**src/rtl/mouse_pkg.sv**
```systemverilog
// Shared types and helpers for the mouse-cursor control path.
package mouse_pkg;

    localparam int POS_W = 12;

    typedef enum logic [1:0] {
        CLICK_NONE,
        CLICK_LEFT,
        CLICK_RIGHT,
        CLICK_BOTH
    } click_t;

    typedef enum logic [1:0] {
        UP,
        WAIT_DN,
        DOWN,
        WAIT_UP
    } btn_state_t;

    // Unsigned clamp of a raw coordinate to [0, lim-1].
    function automatic logic [POS_W-1:0] clamp_pos(input logic [POS_W-1:0] raw,
                                                   input logic [POS_W-1:0] lim);
        return (raw >= lim) ? lim - 1'b1 : raw;
    endfunction

endpackage

```
**src/rtl/mouse_ctl_btn_debounce.sv**
```systemverilog
// Button debouncer: a level must hold DEBOUNCE_CYC cycles before it is accepted;
// acceptance of a press emits a one-cycle pulse, releases are silent.
//
// state   | meaning
// UP      | button released and stable
// WAIT_DN | raw went high, counting stable-high cycles
// DOWN    | button pressed and stable
// WAIT_UP | raw went low, counting stable-low cycles
module btn_debounce
    import mouse_pkg::*;
#(
    parameter int DEBOUNCE_CYC = 650000
) (
    input  logic clk,
    input  logic rst_n,
    input  logic raw,
    output logic press
);

    localparam int CNT_W = (DEBOUNCE_CYC > 1) ? $clog2(DEBOUNCE_CYC) : 1;
    localparam logic [CNT_W-1:0] CNT_TC = CNT_W'(DEBOUNCE_CYC - 1);

    btn_state_t       state_q, state_d;
    logic [CNT_W-1:0] cnt_q, cnt_d;
    logic             press_q, press_d;

    always_comb begin
        state_d = state_q;
        cnt_d   = cnt_q;
        press_d = 1'b0;
        case (state_q)
            UP: begin
                if (raw) begin
                    state_d = WAIT_DN;
                    cnt_d   = '0;
                end
            end
            WAIT_DN: begin
                if (!raw) begin
                    state_d = UP;
                end else if (cnt_q == CNT_TC) begin
                    state_d = DOWN;
                    press_d = 1'b1;
                end else begin
                    cnt_d = cnt_q + 1'b1;
                end
            end
            DOWN: begin
                if (!raw) begin
                    state_d = WAIT_UP;
                    cnt_d   = '0;
                end
            end
            WAIT_UP: begin
                if (raw) begin
                    state_d = DOWN;
                end else if (cnt_q == CNT_TC) begin
                    state_d = UP;
                end else begin
                    cnt_d = cnt_q + 1'b1;
                end
            end
            default: state_d = UP;
        endcase
    end

    always_ff @(posedge clk or negedge rst_n) begin
        if (!rst_n) begin
            state_q <= UP;
            cnt_q   <= '0;
            press_q <= 1'b0;
        end else begin
            state_q <= state_d;
            cnt_q   <= cnt_d;
            press_q <= press_d;
        end
    end

    assign press = press_q;

endmodule

```
**src/rtl/mouse_ctl.sv**
```systemverilog
// Mouse control top: frame-stable clamped cursor position and a one-deep
// click event register with valid/ready handshake and overrun flag.
module mouse_ctl
    import mouse_pkg::*;
#(
    parameter int H_ACTIVE     = 1024,
    parameter int V_ACTIVE     = 768,
    parameter int DEBOUNCE_CYC = 650000
) (
    input  logic             clk,
    input  logic             rst_n,
    input  logic [POS_W-1:0] xpos_raw,
    input  logic [POS_W-1:0] ypos_raw,
    input  logic             left_raw,
    input  logic             right_raw,
    input  logic             vblnk,
    output logic [POS_W-1:0] mouse_x_pos,
    output logic [POS_W-1:0] mouse_y_pos,
    output logic             click_valid,
    input  logic             click_ready,
    output logic [1:0]       click_type,
    output logic [POS_W-1:0] click_x,
    output logic [POS_W-1:0] click_y,
    output logic             click_overrun
);

    localparam logic [POS_W-1:0] X_LIM = POS_W'(H_ACTIVE);
    localparam logic [POS_W-1:0] Y_LIM = POS_W'(V_ACTIVE);

    logic             press_l, press_r, any_press, vblnk_rise;
    logic             vblnk_d_q;
    logic [POS_W-1:0] mouse_x_q, mouse_x_d, mouse_y_q, mouse_y_d;
    logic             valid_q, valid_d, overrun_q, overrun_d;
    click_t           type_q, type_d;
    logic [POS_W-1:0] click_x_q, click_x_d, click_y_q, click_y_d;

    btn_debounce #(.DEBOUNCE_CYC(DEBOUNCE_CYC)) u_deb_left (
        .clk   (clk),
        .rst_n (rst_n),
        .raw   (left_raw),
        .press (press_l)
    );

    btn_debounce #(.DEBOUNCE_CYC(DEBOUNCE_CYC)) u_deb_right (
        .clk   (clk),
        .rst_n (rst_n),
        .raw   (right_raw),
        .press (press_r)
    );

    assign vblnk_rise = vblnk & ~vblnk_d_q;
    assign any_press  = press_l | press_r;

    always_comb begin
        mouse_x_d = mouse_x_q;
        mouse_y_d = mouse_y_q;
        if (vblnk_rise) begin
            mouse_x_d = clamp_pos(xpos_raw, X_LIM);
            mouse_y_d = clamp_pos(ypos_raw, Y_LIM);
        end
    end

    // The event captures mouse_*_q, so a same-cycle frame load is not yet visible.
    always_comb begin
        valid_d   = valid_q;
        type_d    = type_q;
        click_x_d = click_x_q;
        click_y_d = click_y_q;
        overrun_d = 1'b0;
        if (any_press) begin
            if (!valid_q || click_ready) begin
                valid_d   = 1'b1;
                type_d    = click_t'({press_r, press_l});
                click_x_d = mouse_x_q;
                click_y_d = mouse_y_q;
            end else begin
                overrun_d = 1'b1;
            end
        end else if (valid_q && click_ready) begin
            valid_d = 1'b0;
        end
    end

    always_ff @(posedge clk or negedge rst_n) begin
        if (!rst_n) begin
            vblnk_d_q <= 1'b0;
            mouse_x_q <= '0;
            mouse_y_q <= '0;
            valid_q   <= 1'b0;
            type_q    <= CLICK_NONE;
            click_x_q <= '0;
            click_y_q <= '0;
            overrun_q <= 1'b0;
        end else begin
            vblnk_d_q <= vblnk;
            mouse_x_q <= mouse_x_d;
            mouse_y_q <= mouse_y_d;
            valid_q   <= valid_d;
            type_q    <= type_d;
            click_x_q <= click_x_d;
            click_y_q <= click_y_d;
            overrun_q <= overrun_d;
        end
    end

    assign mouse_x_pos   = mouse_x_q;
    assign mouse_y_pos   = mouse_y_q;
    assign click_valid   = valid_q;
    assign click_type    = type_q;
    assign click_x       = click_x_q;
    assign click_y       = click_y_q;
    assign click_overrun = overrun_q;

endmodule
```
**config.mk**
```make
export PLATFORM = sky130hd
export DESIGN_NAME = mouse_ctl
export DESIGN_NICKNAME = d
export VERILOG_FILES = /design/src/rtl/mouse_pkg.sv /design/src/rtl/mouse_ctl_btn_debounce.sv /design/src/rtl/mouse_ctl.sv
export SDC_FILE = /design/constraint.sdc
export NUM_CORES = 1
export LEC_CHECK = 0
export ABC_CLOCK_PERIOD_IN_PS = 3300
export CORE_MARGIN = 8
export CORE_UTILIZATION = 45
export DETAILED_ROUTE_END_ITERATION = 7
export PLACE_DENSITY = 0.7
export SLEW_MARGIN = 20
export SYNTH_ARGS = -nofsm -noshare
export SYNTH_HDL_FRONTEND = slang
export SYNTH_SLANG_ARGS = --single-unit
```
**constraint.sdc**
```tcl
create_clock -name clk -period 3.3 [get_ports clk]
set_input_delay 0.33 -clock clk [delete_from_list [all_inputs] [get_ports clk]]
set_output_delay 0.33 -clock clk [all_outputs]
set_load 0.05 [all_outputs]
```
After elaboration in Yosys (flattened, before gate mapping):

Cells that the tools add are included.
Widths: inputs -> output; s select.

* input port bits: 30
* flip-flop bits (word level): 99
* output and inout bits: 52

* bitwise operators: 3
* reduce and logical (&&, ||, !) cells: 12
* mux-type cells: 39
* add/sub/neg operators: 2
* order comparisons: 2
* eq/ne operators: 21

Operators with widths (count)
* $mux 20: 10
* $pmux 20 s4: 2
* $add 20x1->20 const B: 2
* $eq 20x20->1 const B: 2
* $mux 12: 2
* $mux 2: 12
* $ne 2x2->1 const B: 8
* $pmux 2 s4: 2
* $reduce_and 4->1: 4
* $ge 12x10->1 const B: 1
* $ge 12x11->1 const B: 1
* $ne 3x2->1 const B: 4
* $mux 1: 11
* $eq 2x2->1 const B: 4
* $eq 2x1->1 const B: 2
* $logic_not 2->1: 2
* $reduce_and 2->1: 2
* $ne 2x1->1 const B: 1
* $reduce_bool 2->1: 1
* $and 1x1->1: 1
* $logic_and 1x1->1: 1
* $logic_not 1->1: 1
* $logic_or 1x1->1: 1
* $not 1->1: 1
* $or 1x1->1: 1

Logic depth before layout (Yosys ltp):

Gate-level depths: netlist of the first run.

* depth after elaboration: 4
* mapped depth: 7

Modules after synthesis:

From an unflattened synthesis of the first run, not the netlist that was laid out.

* cells, all modules: 449
* area total of the unflattened synthesis: 4947.2 sq um

By module, submodules not included
* mouse_ctl: cells each 125, area each 2047.0 sq um, sequential area each 1326.3 sq um, times used 1
* btn_debounce at u_deb_right: cells each 165, area each 1481.4 sq um, sequential area each 575.6 sq um, times used 1
* btn_debounce at u_deb_left: cells each 159, area each 1418.9 sq um, sequential area each 575.6 sq um, times used 1

Worst setup path before layout of the first run:

No wires, ideal clock.

* path type: register to register
* start point: register u_deb_left.cnt_q[17]
* end point: register u_deb_left.cnt_q[0]
* cell stages (with the launch flop): 7
* clock period less this slack: 2.353 ns
* arrival: 2.232 ns
* setup slack: 0.947 ns
* required time: 3.179 ns
* path through: dfrtp_1 or4b_1 or4_1 and4bb_2 buf_4 mux2_2 a22o_1

* word-level cells in the longest chain between the ends: 4
* elaborated cells on any way between the ends: 5
* those cells by class: 1 x eq/ne; 4 x mux

Ends and longest elaborated chain
* start, declared: RTL line mouse_ctl_btn_debounce.sv:24 `logic [CNT_W-1:0] cnt_q, cnt_d;`
* start signal, assigned: RTL line mouse_ctl_btn_debounce.sv:74 `cnt_q <= cnt_d;`
* $eq 20x20->1 (*): RTL line mouse_ctl_btn_debounce.sv:41, mouse_ctl_btn_debounce.sv:57
* $mux 20 (*)
* $mux 20 (on tied branches)
* $pmux 20 s4 (*)

Every way passes the cells marked *; elsewhere a longest branch is shown, timed or not. The select of a mux whose other input is x is not followed.
A chain may end at the register's enable or synchronous reset.

Worst setup path in the final report of the first run:

* start point: register u_deb_left.cnt_q[5]
* end point: register u_deb_left.cnt_q[0]

Same word-level chain as after synthesis.

==> results.md, run 1 <==
- Crit-path max FO: 8
- Reg clk slew, reported paths: 90 ps
- Post-synth top area cell: dfrtp_1
- H-Tree Level Count: 3
- Via Count: 3,502
- RSZ-0062 raised after global routing: false
- # fillers: 854
- CP required: 3560 ps
- Clock latency on the worst-skew pair: 370 ps
- Worst setup SP type: flip-flop
- Fin. max-slew vios: 0
- #FFs+latches synth: 99
- Clock buffer depth: 2
- Die H: 116 µm
- Hold Slack: 15.6 ps
- Layout area overhead: 26.0%
- Core box area: 9770 µm²
- Post-DR wirelength/cell: 16.2 µm
- I/O Pins: 82
- Die area: 13,500 µm²
- CP max stage delay: 530 ps
- Via density: 5.50
- Crit path capture type: flip-flop
- Share of cells above drive strength 1: 12.1%
- Final period utilization: 76.5%
- Routability cong.: 0.789
- Mapped Cells: 422
- Initial Utilization: 46.4%
- Worst path bufs/invs: 0
- Layout Nets: 531
- CP max-delay cell: or4b_1
- Final core utilization: 58.4%
- CTS tree: done
- Largest net degree at the start of global routing: 61
- Slew margin rel.: 45.5%
- Most frequent cell after synthesis: dfrtp_1
- Minimum clock period: 2520 ps
- Power per cell area: 486 nW/µm²
- Main area contributors after synthesis: dfrtp_1 55%, mux2_2 7.5%, nand2_1 4.2%, o22a_1 3.5%, a22o_1 3.3%
- Starting DRT DRC Count: 197
- Clock buffers created by TritonCTS: 9
- Vias in the first global route: 3,257
- Cell Area, Synth: 4530 µm²
- Final setup violating endpoints: 0
- Top_reg_cell synth: dfrtp_1
- Yosys top cell area share: 54.7%
- Slew @ Worst Pin: 817 ps
- Post-synth net total: 454
- Drt pass-1 iters: 4
- Drt drc: 0
- Hold bufs inserted after CTS: 0
- Clock skew: 11.8 ps
- Post-synthesis sequential area ratio: 54.7%
- ANT nets after route: 0
- Antenna violations before repair: 0
- Endpoints failing hold: 0
- Post-CTS resize count: 0
- Static Leakage: 0.00242 µW
- Fmax: 396 MHz
- Fin Setup TNS: 0 ps
- Worst path cell trace: or4b_1 -> or4_1 -> and4bb_2 -> mux2_2 -> a22o_1
- First-pass GRT wire length: 16,500 µm
- Worst-case vdd ir drop: 189 µV
- Asr flop ratio synth: 100%
- Port bufs: 81
- Kind of cell adding the most delay to the critical path: simple AND/OR/NAND/NOR gates
- Max_cap viols: 0
- Cell variety after synth: 43
- Row Count: 36
- Hpwl dp: 7290 µm
- Post-CTS Setup Inserts: 0
- Outcome: finished clean
- Data arrival time of the worst path: 2790 ps
- Commonest cells in the netlist: 99 x dfrtp_1, 51 x nand2_1, 30 x mux2_2
- Worst min-delay path category: in -> async
- Remaining global-route overflow: 0
- Chip width: 116 µm
- Total wire length: 10,300 µm
- Avg Cell Area, Syn: 10.7 µm²
- Synthesis Warnings: 0
- GRT Overall Usage: 15.5%
- Root buffer cell: clkbuf_8
- Diode count: 0
- CTS sink count: 99
- Post-synth EDFFs: 0
- Critical path class: reg -> reg
-- sequential cells by signal (all words and copies together) (netlist names), 2 cells and up, named ones only --
signal and flops:
u_deb_left.cnt_q 20, u_deb_right.cnt_q 20, click_x 12, click_y 12, mouse_x_pos 12, mouse_y_pos 12
click_type 2
-- final timing paths --
path | endpoint | startpoint | cells past startpoint | slack, ps
worst min-delay path | click_y[11] | rst_n | 1 | 20
worst min register to register | click_type[0] | click_type[0] | 2 | 490
max in group asynchronous | u_deb_right.cnt_q[6] | rst_n | 2 | 2510
worst max register to register | u_deb_left.cnt_q[0] | u_deb_left.cnt_q[5] | 5 | 780
min in group clk | vblnk_d_q | vblnk | 1 | 430
worst max-delay path | u_deb_left.cnt_q[0] | u_deb_left.cnt_q[5] | 5 | 780
-- cell type report --
type	instances	area [µm²]	area share, %
clock inverters	6	95.1	1.66
flip-flops and latches	99	2480	43.4
well taps	133	166	2.91
multi-input cells	296	1970	34.4
clock buffers	10	128	2.23
repair buffers	88	861	15.1
inverters	5	18.8	0.329
-- power by group --
group | switching, µW | leakage, µW | internal (µW)
logic | 271 | 0.00106 | 197
clock network | 432 | 0.000111 | 436
registers | 126 | 0.00125 | 1310
-- per-layer routing --
layer | track usage, % | routed length (µm) | share of wire, % | up-vias
met5 | 0 | 0 | 0 | -
met4 | 5.19 | 100 | 0.97 | 0
met3 | 3.98 | 801 | 7.8 | 9
met2 | 23.4 | 4590 | 44 | 82
met1 | 21.1 | 4830 | 47 | 1712
li1 | - | - | - | 1699
-- worst reg2reg max path, stage by stage (launching register included) --
cell and delay [ps]:
dfrtp_1 450, or4b_1 530, or4_1 490, and4bb_2 420, mux2_2 350, a22o_1 180
-- cell usage in the layout, fill, tap and decap left out, drive strengths merged, types with 3 or more instances in the layout --
cell type | netlist | layout
nor2 | 25 | 25
mux2i | 10 | 10
nand2 | 51 | 51
nor4 | 3 | 3
mux2 | 30 | 30
buf | 5 | 8
a21o | 5 | 5
nor3 | 15 | 15
and3 | 4 | 4
a22o | 17 | 17
clkbuf | 17 | 10
o21ai | 22 | 22
nand3 | 21 | 21
nor2b | 6 | 6
inv | 5 | 7
o22a | 18 | 18
nand4 | 11 | 11
o211ai | 4 | 4
dfrtp | 99 | 99
a21oi | 13 | 13
or3 | 7 | 7
or4 | 6 | 6
clkdlybuf4s50 | 0 | 80
-- logic make-up (layout without fill, tap and decap cells) --
kind of cell	Yosys count	in the layout	share of synthesized area [%]
and+or+nand+nor	162	162	18.1
DFF	99	99	54.7
AOI/OAI and AO/OA	88	88	13.8
muxes	40	40	9.66
buffers and inverters	27	109	2.40
xor gates and xnor gates	4	4	0.773
adders and majority gates	2	2	0.552
-- metrics by stage --
stage | total power (µW) | instance area, µm² | cells | setup slack (ps)
5_1_grt | 2930 | 5710 | 637 | 702
3_5_place_dp | 1940 | 5490 | 621 | 815
3_3_place_gp | 1920 | 5490 | 621 | 874
2_1_floorplan | 1740 | 4530 | 422 | 947
6_report | 2780 | 5710 | 637 | 776
4_1_cts | 2810 | 5710 | 637 | 798
No activity file was read; power rests on OpenSTA's default activity.
==> run 2, diff against run 1 <==
Settings changed: ABC_CLOCK_PERIOD_IN_PS 3300 to 2050, PLACE_DENSITY 0.7 to 0.73.
Clock period 3.3 ns to 2.05 ns, I/O delays scaled along.
==> run 2 against run 1 <==
  * Cell area is 4.5% higher
  * Cell count is 4.6% higher
  * The flow now finishes with violations (negative setup slack)
  * Via count is 5.0% higher
  * Largest power group unchanged
  * Critical endpoint unchanged
  * Global-route usage is 1.1 points higher
==> results.md, run 2 (same netlist as run 1, synthesis figures left out) <==
- Outcome: finished with violations
- Failing checks: negative setup slack
- Routability cong.: 0.841
- Die H: 116 µm
- Final setup violating endpoints: 5
- Chip width: 116 µm
- H-Tree Level Count: 3
- Worst-case vdd ir drop: 416 µV
- Final core utilization: 61.1%
- ANT nets after route: 0
- Power per cell area: 752 nW/µm²
- Clock latency on the worst-skew pair: 360 ps
- CP required: 2310 ps
- Worst min-delay path category: in -> reg
- Hpwl dp: 8000 µm
- Worst Hold Depth: 1
- Antenna violations before repair: 0
- Reg2Reg Depth: 5
- I/O Pins: 82
- Endpoints failing hold: 0
- Slew @ Worst Pin: 560 ps
- # fillers: 799
- Core box area: 9770 µm²
- Fin Setup TNS: -421 ps
- Starting DRT DRC Count: 272
- CTS tree: done
- Data arrival time of the worst path: 2460 ps
- Area of the multi-input gates: 1990 µm²
- GRT Overall Usage: 16.6%
- Root buffer cell: clkbuf_8
- Via Count: 3,678
- Row Count: 36
- RSZ-0062 raised after global routing: true
- Die area: 13,500 µm²
- DP Worst Slack: -148 ps
- Crit-path max FO: 3
- Remaining global-route overflow: 0
- Layout Nets: 560
- Slew margin rel.: 62.5%
- Final Power: 4490 µW
- Clock buffers created by TritonCTS: 9
- Commonest non-fill, non-tap cells in the layout: 98 x dfrtp_1, 80 x clkdlybuf4s50_1, 50 x nand2_1
- Clock buffer depth: 2
- Fmax: 455 MHz
- Minimum clock period: 2200 ps
- CTS sink count: 99
- Diode count: 0
- Fin. max-slew vios: 0
- Share of cells above drive strength 1: 17.6%
- Biggest regs: u_deb_left.cnt_q (20), u_deb_right.cnt_q (20)
- Most common cell after layout, fill and taps aside: dfrtp_1
- Drt pass-1 iters: 4
- Initial Utilization: 46.4%
- Crit path capture type: flip-flop
- Port bufs: 81
- Reg clk slew, reported paths: 90 ps
- Final setup margin: -149 ps
- Final period utilization: 107%
- Register area: 2480 µm²
- Post-DR wirelength/cell: 16.5 µm
- First-pass GRT wire length: 17,800 µm
- Total wire length: 11,000 µm
- Layout area overhead: 31.7%
- Worst setup SP type: flip-flop
- Static Leakage: 0.00257 µW
- Critical path class: reg -> reg
- Drt drc: 0
- Via density: 5.52
- Largest net degree at the start of global routing: 42
- Clock skew: 6.97 ps
- Vias in the first global route: 3,510
- Max_cap viols: 0
[run 2: cell types whose count changed in the layout (fill, tap and decap cells not counted), moves of 2 or more]
cell / previous run / this run
clkbuf_8: 9 / 11
buf_12: 0 / 2
clkinv_4: 2 / 0
buf_4: 8 / 34
[run 2: layout make-up]
| cell class | count | share of cell area, % |
|---|---|---|
| clock buffer | 12 | 2.60 |
| clock inverter | 4 | 0.922 |
| inverter | 5 | 0.314 |
| multi-input combinational | 296 | 33.3 |
| sequential | 99 | 41.5 |
| tap | 133 | 2.79 |
| timing repair buffer | 117 | 18.5 |
[run 2: worst max-delay path: stages (launching register included)]
cell	delay, ps
dfrtp_1	380
or4b_1	490
or4_1	390
and4bb_2	350
mux2_4	310
a22o_1	180
[run 2: metrics by stage]
step	hold WS [ps]	std cells	instance area, µm²
6_report	320	666	5970
5_1_grt	324	666	5970
4_1_cts	318	663	5930
3_5_place_dp	186	645	5700
3_3_place_gp	189	645	5700
2_1_floorplan	-90.6	422	4540
[run 2: per-layer routing]
metal	share of wire (%)	global-route usage, %	up-vias
li1	-	-	1761
met1	47	22.7	1800
met2	44	25.5	105
met3	6.6	2.59	12
met4	1.6	7.09	0
met5	0	0	-
[run 2: final timing paths]
| kind | start | end | slack (ps) |
|---|---|---|---|
| worst max-delay path | u_deb_left.cnt_q[18] | u_deb_left.cnt_q[0] | -150 |
| worst max register to register | u_deb_left.cnt_q[18] | u_deb_left.cnt_q[0] | -150 |
| min in group asynchronous | rst_n | click_y[10] | 330 |
| worst min-delay path | vblnk | vblnk_d_q | 320 |
| max in group asynchronous | rst_n | u_deb_left.cnt_q[8] | 990 |
| worst min register to register | click_type[0] | click_type[0] | 500 |
[run 2: what timing repair did]
action,4_1_cts,5_1_grt
endpoints found under the hold margin,33,0
gates cloned,0,0
pin swaps,2,2
setup endpoints to repair,6,10
resized for setup,1,4
hold buffers,1,0
setup buffers,1,3
[run 2: power by group]
part,leakage (µW),total (µW),internal (µW),switching [µW]
sequential,0.00125,2310,2120,189
combinational,0.00121,870,387,484
clock,0.000104,1310,641,670
total,0.00257,4490,3140,1340
